==> src/rtl/rand_delay_shell.sv <==
// Random-delay shell around a crypto core: LFSR-driven pre/post delays,
// operand latching, ciphertext capture, WAIT watchdog and a capture trigger window.
module rand_delay_shell #(
    parameter int          TEXT_WIDTH   = 128,
    parameter int          KEY_WIDTH    = 128,
    parameter int          DELAY_BITS   = 6,
    parameter logic [15:0] SEED         = 16'hACE1,
    parameter int          TIMEOUT_BITS = 12
) (
    input  logic                  crypto_clk,
    input  logic                  crypto_rst_n,
    input  logic [KEY_WIDTH-1:0]  key_i,
    input  logic [TEXT_WIDTH-1:0] text_i,
    input  logic                  start_i,
    input  logic                  delay_en_i,
    input  logic [15:0]           seed_i,
    input  logic                  seed_load_i,
    output logic [TEXT_WIDTH-1:0] cipher_o,
    output logic                  ready_o,
    output logic                  done_o,
    output logic                  idle_o,
    output logic                  error_o,
    output logic                  trigger_o,
    output logic [KEY_WIDTH-1:0]  core_key_o,
    output logic [TEXT_WIDTH-1:0] core_text_o,
    output logic                  core_start_o,
    input  logic [TEXT_WIDTH-1:0] core_cipher_i,
    input  logic                  core_done_i
);

    typedef enum logic [2:0] {IDLE, PRE, RUN, WAIT, POST, FIN} state_e;

    localparam logic [15:0] LFSR_MASK = 16'hB400;

    state_e                  state_q, state_d;
    logic [15:0]             lfsr_q, lfsr_d;
    logic [DELAY_BITS-1:0]   cnt_q, cnt_d;
    logic [TIMEOUT_BITS-1:0] wdog_q, wdog_d;
    logic [TEXT_WIDTH-1:0]   cipher_q, cipher_d;
    logic [KEY_WIDTH-1:0]    key_q, key_d;
    logic [TEXT_WIDTH-1:0]   text_q, text_d;
    logic                    core_start_q, core_start_d;
    logic                    done_q, done_d;
    logic                    error_q, error_d;
    logic                    trigger_q, trigger_d;
    logic [DELAY_BITS-1:0]   rand_delay;

    assign rand_delay = delay_en_i ? lfsr_q[DELAY_BITS-1:0] : '0;

    always_comb begin
        // NOTE: every variable gets a default before the case so no path leaves it unassigned (no latches).
        state_d  = state_q;
        cnt_d    = cnt_q;
        wdog_d   = wdog_q;
        cipher_d = cipher_q;
        key_d    = key_q;
        text_d   = text_q;
        error_d  = error_q;
        lfsr_d   = {1'b0, lfsr_q[15:1]} ^ (lfsr_q[0] ? LFSR_MASK : 16'h0000);

        case (state_q)
            IDLE: begin
                if (seed_load_i) lfsr_d = (seed_i == 16'h0000) ? SEED : seed_i;
                if (start_i) begin
                    state_d = PRE;
                    key_d   = key_i;
                    text_d  = text_i;
                    cnt_d   = rand_delay;
                    error_d = 1'b0;
                end
            end
            PRE: begin
                if (cnt_q == '0) state_d = RUN;
                else             cnt_d   = cnt_q - DELAY_BITS'(1);
            end
            RUN: begin
                state_d = WAIT;
                wdog_d  = '0;
            end
            WAIT: begin
                // A result arriving on the last watchdog cycle still wins over the timeout.
                if (core_done_i) begin
                    cipher_d = core_cipher_i;
                    cnt_d    = rand_delay;
                    state_d  = POST;
                end else if (wdog_q == '1) begin
                    error_d = 1'b1;
                    state_d = IDLE;
                end else begin
                    wdog_d = wdog_q + TIMEOUT_BITS'(1);
                end
            end
            POST: begin
                if (cnt_q == '0) state_d = FIN;
                else             cnt_d   = cnt_q - DELAY_BITS'(1);
            end
            FIN:     state_d = IDLE;
            default: state_d = IDLE;
        endcase

        core_start_d = (state_d == RUN);
        done_d       = (state_d == FIN);
        trigger_d    = (state_d == RUN) || (state_d == WAIT);
    end

    always_ff @(posedge crypto_clk) begin
        // NOTE: sequential state uses non-blocking assignments so all flops update from pre-edge values.
        if (!crypto_rst_n) begin
            state_q      <= IDLE;
            lfsr_q       <= SEED;
            cnt_q        <= '0;
            wdog_q       <= '0;
            cipher_q     <= '0;
            key_q        <= '0;
            text_q       <= '0;
            core_start_q <= 1'b0;
            done_q       <= 1'b0;
            error_q      <= 1'b0;
            trigger_q    <= 1'b0;
        end else begin
            state_q      <= state_d;
            lfsr_q       <= lfsr_d;
            cnt_q        <= cnt_d;
            wdog_q       <= wdog_d;
            cipher_q     <= cipher_d;
            key_q        <= key_d;
            text_q       <= text_d;
            core_start_q <= core_start_d;
            done_q       <= done_d;
            error_q      <= error_d;
            trigger_q    <= trigger_d;
        end
    end

    assign ready_o      = (state_q == IDLE);
    assign idle_o       = (state_q == IDLE);
    assign cipher_o     = cipher_q;
    assign done_o       = done_q;
    assign error_o      = error_q;
    assign trigger_o    = trigger_q;
    assign core_key_o   = key_q;
    assign core_text_o  = text_q;
    assign core_start_o = core_start_q;

endmodule

==> config.mk <==
export PLATFORM = sky130hd
export DESIGN_NAME = rand_delay_shell
export DESIGN_NICKNAME = d
export VERILOG_FILES = /design/src/rtl/rand_delay_shell.sv
export SDC_FILE = /design/constraint.sdc
export NUM_CORES = 1
export LEC_CHECK = 0
export ABC_AREA = 1
export BUFFER_PORTS_ARGS = -buffer_cell sky130_fd_sc_hd__buf_2
export CAP_MARGIN = 10
export CORE_AREA = 2 2 306 308
export DETAILED_ROUTE_END_ITERATION = 10
export DIE_AREA = 0 0 308 310
export GPL_TIMING_DRIVEN = 0
export PLACE_DENSITY_LB_ADDON = 0.25
export REMOVE_ABC_BUFFERS = 1
export SLEW_MARGIN = 40
export SYNTH_ARGS = -nofsm -noshare
export SYNTH_HDL_FRONTEND = slang
export SYNTH_SLANG_ARGS = --single-unit
==> constraint.sdc <==
create_clock -name crypto_clk -period 1.85 [get_ports crypto_clk]
set_input_delay 0.2775 -clock crypto_clk [delete_from_list [all_inputs] [get_ports crypto_clk]]
set_output_delay 0.2775 -clock crypto_clk [all_outputs]
set_load 0.05 [all_outputs]
## After elaboration in Yosys (flattened, before gate mapping)

Cells that the tools add are included.

| cells by class | value |
|---|---|
| add/subtract/negate cells | 2 |
| multipliers | 0 |
| divide/modulo/power cells | 0 |
| $lt $le $gt $ge | 0 |
| eq/ne operators | 14 |
| shifts and indexed selects | 0 |
| mux-type cells | 22 |
| bitwise logic cells | 1 |
| reduce and logical (&&, ||, !) cells | 13 |

Operator list:

| kind | number |
|---|---|
| two-way mux 16 bit | 4 |
| two-way mux 12 bit | 2 |
| two-way mux 6 bit | 4 |
| case mux 12 bit (2 select lines) | 1 |
| case mux 6 bit (3 select lines) | 1 |
| logical NOT 16 bit | 1 |
| XOR 15 x 16 -> 16 bit | 1 |
| two-way mux 3 bit | 5 |
| case mux 3 bit (5 select lines) | 1 |
| adder 12 x 1 -> 12 bit (second input constant) | 1 |
| == test 12 bit (second input constant) | 1 |
| == test 3 x 2 -> 1 bit (second input constant) | 4 |
| != test 2 bit (second input constant) | 6 |
| AND reduction 4 bit | 2 |
| == test 3 bit (second input constant) | 2 |
| logical NOT 6 bit | 1 |
| subtractor 6 x 1 -> 6 bit (second input constant) | 1 |
| AND reduction 2 bit | 2 |
| nonzero test 2 bit | 2 |
| == test 3 x 1 -> 1 bit (second input constant) | 1 |
| logical NOT 3 bit | 1 |
| two-way mux 1 bit | 3 |
| AND reduction 3 bit | 1 |
| nonzero test 3 bit | 1 |
| 3 further kinds | 3 |

| storage, ports and cells | value |
|---|---|
| register bits | 425 |
| latch bits | 0 |
| bits in writable memories | 0 |
| bits in read-only memories | 0 |
| bits of input ports | 406 |
| output and inout port bits | 390 |
| word-level logic and storage cells | 63 |
| memories | 0 |

## Longest topological paths before layout

| logic depth | value |
|---|---|
| depth after elaboration | 6 |
| depth in mapped cells | 11 |
| mapped depth without buffers | 11 |

## Worst setup path before layout

OpenSTA, ideal clock, no wires.

| timing | value |
|---|---|
| path kind | reg-to-output |
| start point | register state_q[0] |
| end point | output port ready_o |
| arrival time | 1.645 ns |
| required time | 1.572 ns |
| setup slack | -0.073 ns |
| cell stages (with the launch flop) | 6 |
| buffers on the path | 2 |
| cell sequence | dfxtp_1 > inv_2 > nand2_1 > nor2_4 > clkbuf_1 > buf_4 |

| on the way | value |
|---|---|
| cells in the longest elaborated chain, start to end | 1 |

Ends and longest elaborated chain:

| item | line | source |
|---|---|---|
| start, declared | 35 | `state_e state_q, state_d;` |
| start signal, assigned | 121 | `state_q <= state_d;` |
| logical NOT 3 bit | - |  |
| end, declared | 19 | `output logic ready_o,` |

Every way passes these cells.

## Worst setup path after layout

| timing | value |
|---|---|
| start point | register state_q[0] |
| end point | output port ready_o |

| on the way | value |
|---|---|
| cells in the longest elaborated chain, start to end | 1 |

Ends and longest elaborated chain:

| item | line | source |
|---|---|---|
| logical NOT 3 bit | 135 | `assign ready_o = (state_q == IDLE);` |

Every way passes these cells.

==> flow_metrics.py <==
metrics = {
    "status": {
        "status": "finished with violations",
        "violations": "setup timing",
    },
    "setup_path": {
        "critPathLaunchType": "flop",
        "cp.required_ps": 1570,
        "critPathMaxFanout": 3,
        "worst-r2r-setup-slack_ps": 10,
        "path_class": "reg2out",
        "cp.arrival_ps": 1650,
        "r2r_start": "state_q[0]$_SDFF_PN0_",
        "cp-startpoint": "state_q[0]$_SDFF_PN0_",
        "end_kind": "output pin",
    },
    "cells_and_area": {
        "drive_gt1_frac": 0.3046,
        "finalNonFillerCells": 4403,
        "multi_input_area_mm2": 0.006492,
        "ff_latch_area_mm2": 0.008516,
        "nets": 3574,
        "area_delta_synth_final_pct": 74.54,
        "fillers": 9951,
    },
    "routing": {
        "vias_per_cell": 4.194,
        "wire_per_inst_um": 17.00,
        "vias": 18467,
        "drtPass1Iterations": 5,
        "drc": 0,
        "routed_wl_um": 74840,
        "ant_nets": 0,
        "drt_iter0_markers": 1251,
    },
    "place": {
        "pre_cts_slack_ps": -794.7,
        "gp_congestion": 0.7849,
        "dpl.hpwl_um": 48260,
        "dp_cells": 3881,
        "io_buffer_count": 795,
    },
    "logic_synthesis": {
        "synth_edf_count": 0,
        "yosys-top-cells-area": "dfxtp_1, a21oi_1, nand3_1, nand2_1, buf_2",
        "synth_seq_cells": 425,
        "avgSynthCellArea_um2": 7.799,
        "ys_types": 26,
        "yosysWarnings": 0,
        "synth-simple-area-share": 0.2626,
        "async_reset_ff_frac": 0,
        "syn_area_mm2": 0.01579,
        "synth-xor-area-share": 0.003882,
        "synthCells": 2025,
        "synth_ff_type": "dfxtp_1",
        "yosys.cell_count.top_type": "nand2_1",
        "synth-compound-area-share": 0.1369,
        "synth_common_cells": "nand2_1, dfxtp_1, a21oi_1",
        "yosysTopAreaCell": "dfxtp_1",
        "synth_top_family_by_area": "simple AND/OR/NAND/NOR gates",
        "synth.area.mux_share": 0,
        "synth_seq_area_share": 0.5387,
        "synthAdderAreaFrac": 0.001585,
        "yosysTopAreaCellShare": 0.5387,
    },
    "min_path": {
        "holdCritStartpoint": "core_cipher_i[36]",
        "hold_class": "in2reg",
    },
    "sta": {
        "setup_ws_ps": -75.78,
        "fin_tns_setup_ps": -151.2,
        "drv_slew": 0,
        "period_minus_slack_ps": 1926,
        "slew_headroom": 0.6723,
        "timing.fmax_mhz": 519.3,
        "setup_viol": 2,
        "fin_crit_sh": 1.041,
        "worstMarginPinSlew_ps": 490.4,
        "grt_setup_unrepaired": "yes",
        "fin_worst_skew_ps": 13.12,
        "hold_viol": 0,
    },
    "global_routing": {
        "grt_pass1_wl_um": 105800,
        "globalRouteTotalUtil": 0.1416,
        "grt_overflow": 0,
        "antenna_found_initial": 9,
        "grt_pass1_vias": 17530,
        "grt_start_max_net_pins": 87,
    },
    "flow_run": {
        "maxCapViolCount": 0,
    },
    "floorplanning": {
        "die_y_um": 310,
        "die_w_um": 308,
        "coreArea_mm2": 0.09249,
        "rows": 112,
        "start_util": 0.1708,
        "dieArea_mm2": 0.09548,
        "num_io_pins": 796,
    },
    "cts": {
        "clk_latency_ps": 600,
        "cts_max_level": 2,
        "clkTransAtPathRegs_ps": 60,
        "numCtsBuffers": 52,
        "clock-root-buffer": "clkbuf_16",
        "clk_path_buf_depth": 3,
        "cts_tree": "yes",
        "cts_num_sinks": 425,
    },
    "power": {
        "p_per_area_mw_per_mm2": 1289,
        "p_leak_nw": 12.06,
        "max-vdd-ir-drop_mv": 0.7962,
    },
}
==> cells in the final DEF, fill, tap and decap left out, drive strengths merged, types with 3 or more instances in the layout <==
master,n
a21oi,405
buf,857
bufbuf,8
clkbuf,84
clkinv,5
dfxtp,425
diode,8
dlygate4sd3,392
inv,33
nand2,477
nand3,401
nand4,9
nor2,55
nor3,3
o21ai,20
or2,7
xnor2,3
xor2,4
==> routing by layer <==
metal | wire [um] | global-route usage
met5 | 7 | 0
met4 | 2048 | 0.04867
met2 | 35650 | 0.2314
met3 | 4387 | 0.03147
met1 | 32750 | 0.1835
==> worst max-delay path, stage by stage, from the launching register on <==
cell,delay [ps]
dfxtp_4,350
inv_4,60
nand2_4,50
nor2_4,140
buf_12,140
buf_16,140
buf_12,140
==> report_power, final <==
group | total, mW | internal [mW] | switching [mW] | leakage (nW)
logic | 14.5 | 5.00 | 9.51 | 7.81
registers | 11.0 | 10.4 | 0.622 | 3.47
clock network | 9.99 | 5.89 | 4.10 | 0.783
total | 35.5 | 21.3 | 14.2 | 12.1
==> through the flow <==
step           instance area [um^2]  hold WS, ps  power (mW)    util
5_1_grt                       27550        26.32       37.27  0.2979
6_report                      27560        63.75       35.53  0.2980
3_5_place_dp                  21320        440.8       22.99  0.2305
3_3_place_gp                  20510        435.5       17.19  0.2218
2_1_floorplan                 15030        346.5       16.25       -
4_1_cts                       27280       0.7410       35.19  0.2949
==> sequential cells by signal, summed over array words and instances (netlist names) <==
name and cells:
cipher_o 128, trigger_o 1, state_q 3, cnt_q 6, core_start_o 1, core_key_o 128
wdog_q 12, lfsr_q 16, core_text_o 128, done_o 1, error_o 1
==> logic make-up (layout without fill, tap and decap cells) <==
kind of cell | count (synthesis) | count (layout)
AND/OR/NAND/NOR | 950 | 952
AO/OA/AOI/OAI | 430 | 430
flip-flops | 425 | 425
buffers and inverters | 211 | 1382
XOR/XNOR | 7 | 7
adder cells (fa/ha/maj) | 2 | 2
other | 0 | 8
==> area by class of cell <==
type                       count  area share
inverter                      35    0.005674
sequential                   425      0.3089
timing repair buffer        1260      0.3361
antenna                        8   0.0007263
tap                         1197     0.05434
multi-input combinational   1391      0.2355
clock inverter                 5    0.002814
timing repair inverter         1   0.0003177
clock buffer                  81     0.05556
==> worst paths after layout <==
path / end / cells past startpoint
worst max-delay path: ready_o / 6
worst min-delay path: cipher_o[36]$_SDFFE_PN0P_ / 3
worst max register to register: core_text_o[68]$_SDFFE_PN0P_ / 10
worst min register to register: error_o$_SDFFE_PN0P_ / 2
==> what timing repair did <==
action | CTS | global route
endpoints found under the setup margin | 289 | 202
hold endpoints to repair | 391 | 1
gates cloned | 10 | 5
pin swaps | 1 | 3
gates resized for setup | 31 | 14
setup buffers | 14 | 13
hold buffers | 391 | 1
(Power assumes the default switching activity.)
